===== config.mk =====
export PLATFORM = sky130hd
export DESIGN_NAME = i2c_poll_sequencer
export DESIGN_NICKNAME = d
export VERILOG_FILES = /design/src/rtl/i2c_poll_sequencer.sv
export SDC_FILE = /design/constraint.sdc
export NUM_CORES = 1
export LEC_CHECK = 0
export CAP_MARGIN = 40
export CORE_UTILIZATION = 45
export CTS_CLUSTER_DIAMETER = 80
export DETAILED_ROUTE_END_ITERATION = 8
export HOLD_SLACK_MARGIN = 0.06
export PLACE_DENSITY = 0.76
export SLEW_MARGIN = 10
export SYNTH_ARGS = -nofsm -noshare
export SYNTH_HDL_FRONTEND = slang
export SYNTH_SLANG_ARGS = --single-unit

===== constraint.sdc =====
create_clock -name clk -period 2.1 [get_ports clk]
set_input_delay 0.525 -clock clk [delete_from_list [all_inputs] [get_ports clk]]
set_output_delay 0.525 -clock clk [all_outputs]
set_load 0.05 [all_outputs]

===== src/rtl/i2c_poll_sequencer.sv =====
// i2c_poll_sequencer
//   Sweeps a table of I2C sensors through an external byte-level master,
//   issuing one two-byte read per enabled channel, converting the raw word
//   (temperature or lux format) and publishing it per channel.
// Ports:
//   clk, rst (async, active-low)    clock and reset
//   enable                          run sweeps back to back while high
//   ch_enable[NUM_CH]               per-channel skip mask, sampled at SELECT
//   m_start/m_addr/m_rw/
//   m_two_bytes/m_data              request to the I2C master (read-only use)
//   m_ready/m_ack/m_read_data       master status and returned word
//   ch_data[16*NUM_CH]              converted result, channel i at [16i+15:16i]
//   ch_valid/ch_fault[NUM_CH]       channel holds a good sample / last poll failed
//   sample_strobe/sample_ch         one-cycle pulse when a channel updates
//   sweep_done                      one-cycle pulse at the end of a full sweep
module i2c_poll_sequencer #(
  parameter int                  NUM_CH     = 8,
  parameter logic [7*NUM_CH-1:0] ADDR_TABLE = {7'h47, 7'h46, 7'h45, 7'h44,
                                               7'h4B, 7'h4A, 7'h49, 7'h48},
  parameter logic [NUM_CH-1:0]   LUX_MASK   = 8'hF0,
  parameter int                  TIMEOUT    = 4096,
  parameter int                  MAX_RETRY  = 2,
  parameter int                  GAP        = 16
) (
  input  logic                   clk,
  input  logic                   rst,
  input  logic                   enable,
  input  logic [NUM_CH-1:0]      ch_enable,
  output logic                   m_start,
  output logic [6:0]             m_addr,
  output logic                   m_rw,
  output logic                   m_two_bytes,
  output logic [15:0]            m_data,
  input  logic                   m_ready,
  input  logic                   m_ack,
  input  logic [15:0]            m_read_data,
  output logic [16*NUM_CH-1:0]   ch_data,
  output logic [NUM_CH-1:0]      ch_valid,
  output logic [NUM_CH-1:0]      ch_fault,
  output logic                   sample_strobe,
  output logic [3:0]             sample_ch,
  output logic                   sweep_done
);

  localparam int PW = 5;
  localparam int TW = $clog2(TIMEOUT + 2);
  localparam int RW = $clog2(MAX_RETRY + 2);
  localparam int GW = $clog2(GAP + 1);

  typedef enum logic [2:0] {
    S_IDLE, S_SELECT, S_ISSUE, S_WAIT_BUSY, S_WAIT_DONE, S_GAP
  } state_t;

  state_t          state, state_n;
  logic [PW-1:0]   ptr;
  logic [3:0]      ch4;
  logic [TW-1:0]   tmo_cnt;
  logic [1:0]      busy_cnt;
  logic [GW-1:0]   gap_cnt;
  logic [RW-1:0]   retry_cnt;
  logic            retry_pend;
  logic [15:0]     en_ext, lux_ext;
  logic [6:0]      addr_cur;
  logic            tmo_exp, gap_last;
  logic            ptr_clr, ptr_inc, done_ok, done_fail, sweep_end;
  logic [15:0]     conv;

  // Temperature word: upper 9 bits are a two's-complement value in 1 C steps.
  function automatic logic signed [15:0] temp_conv(input logic [15:0] raw);
    logic signed [8:0] deg;
    deg = signed'(raw[15:7]);
    return {{7{deg[8]}}, deg};
  endfunction

  // Lux word: 12-bit mantissa scaled by 2^exponent, clamped to 16 bits.
  function automatic logic [15:0] lux_conv(input logic [15:0] raw);
    logic [27:0] wide;
    wide = {16'h0000, raw[11:0]} << raw[15:12];
    return (|wide[27:16]) ? 16'hFFFF : wide[15:0];
  endfunction

  assign m_rw        = 1'b1;
  assign m_two_bytes = 1'b1;
  assign m_data      = 16'h0000;

  assign ch4      = ptr[3:0];
  assign en_ext   = 16'(ch_enable);
  assign lux_ext  = 16'(LUX_MASK);
  assign addr_cur = 7'(ADDR_TABLE >> (7 * ch4));
  assign tmo_exp  = (32'(tmo_cnt) >= TIMEOUT);
  assign gap_last = (gap_cnt == GW'(GAP - 1));
  assign conv     = lux_ext[ch4] ? lux_conv(m_read_data) : 16'(temp_conv(m_read_data));

  always_comb begin
    state_n   = state;
    m_start   = 1'b0;
    m_addr    = 7'h00;
    ptr_clr   = 1'b0;
    ptr_inc   = 1'b0;
    done_ok   = 1'b0;
    done_fail = 1'b0;
    sweep_end = 1'b0;
    case (state)
      S_IDLE: begin
        if (enable && m_ready) begin
          ptr_clr = 1'b1;
          state_n = S_SELECT;
        end
      end
      S_SELECT: begin
        if (!enable) begin
          state_n = S_IDLE;
        end else if (ptr >= PW'(NUM_CH)) begin
          sweep_end = 1'b1;
          state_n   = S_IDLE;
        end else if (en_ext[ch4]) begin
          state_n = S_ISSUE;
        end else begin
          ptr_inc = 1'b1;
        end
      end
      S_ISSUE: begin
        m_addr = addr_cur;
        if (m_ready) begin
          m_start = 1'b1;
          state_n = S_WAIT_BUSY;
        end
      end
      S_WAIT_BUSY: begin
        // A master that never drops ready has not accepted the request.
        if (!m_ready) begin
          state_n = S_WAIT_DONE;
        end else if (busy_cnt == 2'd3 || tmo_exp) begin
          done_fail = 1'b1;
          state_n   = S_GAP;
        end
      end
      S_WAIT_DONE: begin
        if (m_ready) begin
          done_ok   = m_ack;
          done_fail = !m_ack;
          state_n   = S_GAP;
        end else if (tmo_exp) begin
          done_fail = 1'b1;
          state_n   = S_GAP;
        end
      end
      S_GAP: begin
        if (gap_last) begin
          if (retry_pend) begin
            state_n = S_ISSUE;
          end else begin
            ptr_inc = 1'b1;
            state_n = enable ? S_SELECT : S_IDLE;
          end
        end
      end
      default: state_n = S_IDLE;
    endcase
  end

  always_ff @(posedge clk or negedge rst) begin
    if (!rst) begin
      state         <= S_IDLE;
      ptr           <= '0;
      tmo_cnt       <= '0;
      busy_cnt      <= '0;
      gap_cnt       <= '0;
      retry_cnt     <= '0;
      retry_pend    <= 1'b0;
      ch_data       <= '0;
      ch_valid      <= '0;
      ch_fault      <= '0;
      sample_strobe <= 1'b0;
      sample_ch     <= 4'h0;
      sweep_done    <= 1'b0;
    end else begin
      state         <= state_n;
      sample_strobe <= done_ok;
      sweep_done    <= sweep_end;

      if (ptr_clr)      ptr <= '0;
      else if (ptr_inc) ptr <= ptr + 1'b1;

      // Timeout window opens on the start cycle and covers both wait states.
      if (m_start)
        tmo_cnt <= TW'(1);
      else if (state == S_WAIT_BUSY || state == S_WAIT_DONE)
        tmo_cnt <= tmo_cnt + 1'b1;
      else
        tmo_cnt <= '0;

      busy_cnt <= (state == S_WAIT_BUSY) ? busy_cnt + 1'b1 : 2'd0;
      gap_cnt  <= (state == S_GAP) ? gap_cnt + 1'b1 : '0;

      if (done_fail) begin
        if (retry_cnt < RW'(MAX_RETRY)) begin
          retry_cnt  <= retry_cnt + 1'b1;
          retry_pend <= 1'b1;
        end else begin
          retry_pend <= 1'b0;
          for (int i = 0; i < NUM_CH; i++)
            if (ptr == PW'(i)) ch_fault[i] <= 1'b1;
        end
      end

      if (done_ok) begin
        retry_pend <= 1'b0;
        sample_ch  <= ch4;
        for (int i = 0; i < NUM_CH; i++) begin
          if (ptr == PW'(i)) begin
            ch_data[16*i +: 16] <= conv;
            ch_valid[i]         <= 1'b1;
            ch_fault[i]         <= 1'b0;
          end
        end
      end

      if (ptr_clr || ptr_inc) retry_cnt <= '0;
    end
  end

endmodule


# After elaboration in Yosys (flattened, before gate mapping)
# Memory sizes are Yosys's and may differ from the RTL's.
# Cells that the tools add are included.
# op_classes
n_addsub	5
n_mul	1
n_lt_le_gt_ge	4
eq_ne	20
shifts	2
n_mux	70
reduce_logical	22
# op_table
cell	count
>> shifter 56 x 7 -> 7 bit, first input constant	1
two-way mux 1 bit	40
two-way mux 16 bit	2
two-way mux 3 bit	10
left shift 12 x 4 -> 28 bit	1
two-way mux 13 bit	2
two-way mux 8 bit	3
== test 5 x 3 -> 1 bit, second input constant	4
one-hot mux 3 bit (6 select lines)	1
AND reduction 2 bit	9
two-way mux 5 bit	3
adder 13 x 1 -> 13 bit, second input constant	1
>= comparator 13 bit, second input constant	1
OR reduction 12 bit	1
adder 5 x 1 -> 5 bit, second input constant	2
== test 5 x 2 -> 1 bit, second input constant	2
two-way mux 2 bit	5
nonzero test 2 bit	4
multiplier 3 x 4 -> 7 bit, first input constant	1
two-way mux 7 bit	1
== test 3 x 2 -> 1 bit, second input constant	2
== test 3 bit, second input constant	2
!= test 2 bit, second input constant	3
!= test 3 bit, second input constant	2
17 further kinds	21
# word_totals
reg_bits	181
romBits	16
in_bits	29
out_inout_bits	176
wordCells	152
mem_count	1
# memory_table
memory	words	width	rd	rd_clocked_by_memory_dff	wr	line_no	rtl
(no name shown)	16	1	1	0	0	92	assign conv = lux_ext[ch4] ? lux_conv(m_read_data) : 16'(temp_conv(m_read_data));

# Longest topological paths before layout
# logic_depth
word_depth	9
mapped_depth	10
ltp_nobuf	7

# Worst setup path after synthesis
# OpenSTA, ideal clock, no wires.
# synth_path
kind	flip-flop to output port
from	register state[1]
to	output port m_addr[3]
arrival_ps	3023
t_required_ps	1575
path_slack_ps	-1448
path_stages_with_launch	5
n_path_buf	1
cell_sequence	dfrtp_1 > clkbuf_1 > nor2b_1 > nor3b_1 > nor2b_1
# synth_between
elab_chain_cells	2
# synth_lines
item	line_no	rtl
from (decl)	54	state_t state, state_n;
from (signal assigned)	178	state <= state_n;
== test 3 x 2 -> 1 bit	103	case (state)
two-way mux 7 bit	103	
to (decl)	30	output logic [6:0] m_addr,
# Every way passes these cells.

# Worst setup path in the final report
# layout_path
from	input port m_read_data[3]
to	register ch_data[127]
# layout_between
elab_chain_cells	4
# layout_lines
item	line_no	rtl
from (decl)	36	input logic [15:0] m_read_data,
left shift 12 x 4 -> 28 bit (*)	78	wide = {16'h0000, raw[11:0]} << raw[15:12];
OR reduction 12 bit	79	return (|wide[27:16]) ? 16'hFFFF : wide[15:0];
two-way mux 16 bit (*)	79	
two-way mux 16 bit (*)	92	
to (signal, indexed assignment)	212	ch_data[16*i +: 16] <= conv;
to (decl)	37	output logic [16*NUM_CH-1:0] ch_data,
# Mark *: on every way between the ends. The rest lies on a longest branch, timed or not.
# A chain may end at the register's enable or synchronous reset.

==> impl_metrics.env <==
export IMPL_status="complete, but fails checks"
export IMPL_violations="setup timing"
export IMPL_setup_viol=58
export IMPL_crit_end="ch_data[127]$_DFFE_PN0P_"
export IMPL_hpwl_um=17790
export IMPL_clkSlewWorstSetupHoldPaths_ps=70
export IMPL_port_buffers=184
export IMPL_dr_wl_met3_um=1148
export IMPL_cts_htree_levels=4
export IMPL_synth_compound_area_frac=0.1205
export IMPL_synth_simple_area_share=0.1748
export IMPL_r2r_slack_ps=60
export IMPL_grt_pass1_wl_um=40370
export IMPL_final_common_cell="dfrtp_1"
export IMPL_wl_met2_um=12440
export IMPL_area_delta_synth_final_pct=48.05
export IMPL_timing_fmax_ghz=0.4420
export IMPL_ys_seq_elements=181
export IMPL_drive_above_1_share=0.2966
export IMPL_final_hold_viol_count=0
export IMPL_switching_share=0.3794
export IMPL_synthArstFlopShare=1.000
export IMPL_synth_edf_count=0
export IMPL_gp_congestion=0.9233
export IMPL_drcViolationCount=0
export IMPL_rsz0062_at_grt="true"
export IMPL_synth_top_family_by_area="simple AND/OR/NAND/NOR gates"
export IMPL_synthCells=850
export IMPL_cts_buffer_depth=2
export IMPL_routed_wl_um=25320
export IMPL_ys_warn_count=0
export IMPL_finClkSkew_ps=11.18
export IMPL_antenna_found_initial=0
export IMPL_drv_cap=0
export IMPL_layout_nets=1189
export IMPL_fin_crit_sh=1.077
export IMPL_reg2reg_depth=8
export IMPL_numCtsBuffers=17
export IMPL_min_period_ps=2263
export IMPL_holdWs_ps=453.3
export IMPL_post_place_ws_ps=-928.4
export IMPL_num_rows=50
export IMPL_synth_mux_area_fraction=0.09859
export IMPL_setup_worst_path_end_class="register"
export IMPL_fill_cells=1416
export IMPL_first_global_vias=7564
export IMPL_synth_xor_area_frac=0.01614
export IMPL_overflow=0
export IMPL_p_leak_nw=6.537
export IMPL_p_int_mw=6.821
export IMPL_diodes=0
export IMPL_vias_per_cell=5.290
export IMPL_core_region_area_mm2=0.01883
export IMPL_vias=7528
export IMPL_die_area_mm2=0.01985
export IMPL_powerDensity_mw_per_mm2=855.2
export IMPL_pwr_share_comb=0.340
export IMPL_synth_area_mm2=0.008681
export IMPL_initial_core_util=0.4610
export IMPL_worst_setup_path_start_kind="primary input"
export IMPL_cp_startpoint="m_read_data[3]"
export IMPL_place_area_mm2=0.01186
export IMPL_wl_per_cell_um=17.80
export IMPL_synth_seq_area_share=0.5218
export IMPL_reg2reg_from="state[1]$_DFFE_PN0P_"
export IMPL_irDropWorstVdd_mv=0.5827
export IMPL_clockPowerShare=0.283
export IMPL_timing_rr_end="ch_data[34]$_DFFE_PN0P_"
export IMPL_hp_class="reg -> reg"
export IMPL_cts_sinks=181
export IMPL_drt_initial_drc_count=424
export IMPL_synth_fa_ha_area_frac=0.01297
export IMPL_finalWorstSetupSlack_ps=-162.6
export IMPL_die_w_um=140.9
export IMPL_grt_usage=0.2620
export IMPL_pwr_share_seq=0.377
export IMPL_firstDrtPassIters=4
export IMPL_p_switching_mw=4.171
export IMPL_max_slew_margin=0.5918
export IMPL_ys_types=68
export IMPL_synth_area_per_cell_um2=10.21
export IMPL_tritoncts="done"
export IMPL_slew_violations=0
export IMPL_highest_layer="met4"
export IMPL_die_y_um=140.9
export IMPL_wl_met1_um=11180
export IMPL_finalSetupTns_ps=-4276
export IMPL_ant_nets=0
export IMPL_num_io_pins=205
export IMPL_grt_max_degree=49
export IMPL_root_buffer="clkbuf_16"
export IMPL_worst_slew_pin_slew_ps=610.0
export IMPL_post_route_cell_area_mm2=0.01285
export IMPL_critPathKind="in -> reg"
export IMPL_ys_flop_type="dfrtp_1"
export IMPL_layout_common_cells="dfrtp_1 (178), nor2_1 (137), buf_4 (132), dlygate4sd2_1 (129), nand2_1 (67)"
export IMPL_worst_ep_required_time_ps=2410
export IMPL_critPathMaxFanout=8
export IMPL_clock_latency_ps=430
export IMPL_worstPathArrival_ps=2570
[routing by layer]
layer  up-vias  GRT usage
met5         -          0
met4         0    0.09497
met3        39    0.04857
met2       237     0.4326
met1      3760     0.3458
li1       3492          -
[worst min-delay path by stage]
stage	from	to	cells after the start
after floorplan	rst	busy_cnt[0]$_DFF_PN0_	0
after global placement	busy_cnt[0]$_DFF_PN0_	busy_cnt[0]$_DFF_PN0_	1
after detailed placement	busy_cnt[0]$_DFF_PN0_	busy_cnt[0]$_DFF_PN0_	1
after CTS	busy_cnt[0]$_DFF_PN0_	busy_cnt[0]$_DFF_PN0_	1
after global routing	ch_valid[3]$_DFFE_PN0P_	ch_valid[3]$_DFFE_PN0P_	1
final	gap_cnt[0]$_DFF_PN0_	gap_cnt[0]$_DFF_PN0_	1
[critical path, stage by stage]
cell	delay [ps]
clkdlybuf4s15_1	260
mux4_2	560
inv_1	120
a221oi_1	120
o41ai_4	360
buf_4	180
buf_12	150
buf_12	120
buf_12	120
o21ai_2	50
[cell usage after synthesis, drive strengths merged (2+ instances only)]
cell | count | area share
a211oi | 4 | 0.0035
a21o | 2 | 0.0017
a21oi | 35 | 0.027
a22o | 4 | 0.0040
a22oi | 2 | 0.0017
a2bb2oi | 2 | 0.0020
a31o | 2 | 0.0020
a31oi | 6 | 0.0043
and2 | 13 | 0.0094
and3 | 13 | 0.0094
and4 | 2 | 0.0020
and4b | 3 | 0.0035
buf | 41 | 0.034
clkbuf | 30 | 0.015
conb | 2 | 0.00087
dfrtp | 181 | 0.52
ha | 9 | 0.013
inv | 10 | 0.0043
mux2 | 8 | 0.011
mux2i | 50 | 0.058
mux4 | 11 | 0.030
nand2 | 70 | 0.030
nand2b | 16 | 0.012
nand3 | 13 | 0.0075
nand4b | 3 | 0.0030
nor2 | 142 | 0.061
nor2b | 9 | 0.0065
nor3 | 18 | 0.013
nor3b | 6 | 0.0052
nor4b | 3 | 0.0030
o211ai | 3 | 0.0026
o21ai | 91 | 0.053
o221ai | 3 | 0.0030
o22ai | 6 | 0.0043
o31ai | 4 | 0.0035
or3 | 3 | 0.0029
xnor2 | 7 | 0.0071
xor2 | 9 | 0.0091
[repair_timing]
item,in CTS,in global routing
pin swaps,8,8
gates cloned,3,0
buffers inserted,24,4
gates resized for setup,215,52
hold buffers,1,0
hold endpoints to repair,43,0
endpoints found under the setup margin,194,77
[through the flow]
stage | util | instances | total power, mW
3_5_place_dp | 0.6299 | 1369 | 7.929
6_report | 0.6825 | 1423 | 10.99
4_1_cts | 0.6812 | 1428 | 11.00
2_1_floorplan | - | 868 | 6.524
3_3_place_gp | 0.6299 | 1369 | 7.853
5_1_grt | 0.6825 | 1423 | 11.47
[cells by family after synthesis]
kind of cell	count (synthesis)
compound gates	169
simple gates	321
buf+inv	83
other cells	2
fa+ha+maj	9
mux	69
flops	181
xor+xnor	16
[power by group through the flow]
stage,clock (mW),sequential (mW),combinational [mW]
finish,3.11,4.14,3.74
global route,3.32,4.19,3.96
CTS,3.16,4.13,3.71
detailed placement,0,4.23,3.70
global placement,0,4.22,3.64
floorplan,0,5.21,1.31
[sequential cells by signal, indices dropped and copies added, names as in the netlist]
name and count:
ptr 5, tmo_cnt 13, ch_fault 8, sample_ch 4, ch_data 128, retry_pend 1, ch_valid 8, retry_cnt 2
state 3, sample_strobe 1, busy_cnt 2, sweep_done 1, gap_cnt 5
[area by class of cell]
class	instances	area, µm²	area share
flip-flops and latches	181	4533	0.3527
multi-input cells	604	4139	0.3220
repair buffers	336	3246	0.2525
clock buffers	20	446.7	0.03475
well taps	260	325.3	0.02531
clock inverters	11	117.6	0.009151
inverters	11	45.04	0.003505
No activity file was read; power rests on OpenSTA's default activity.
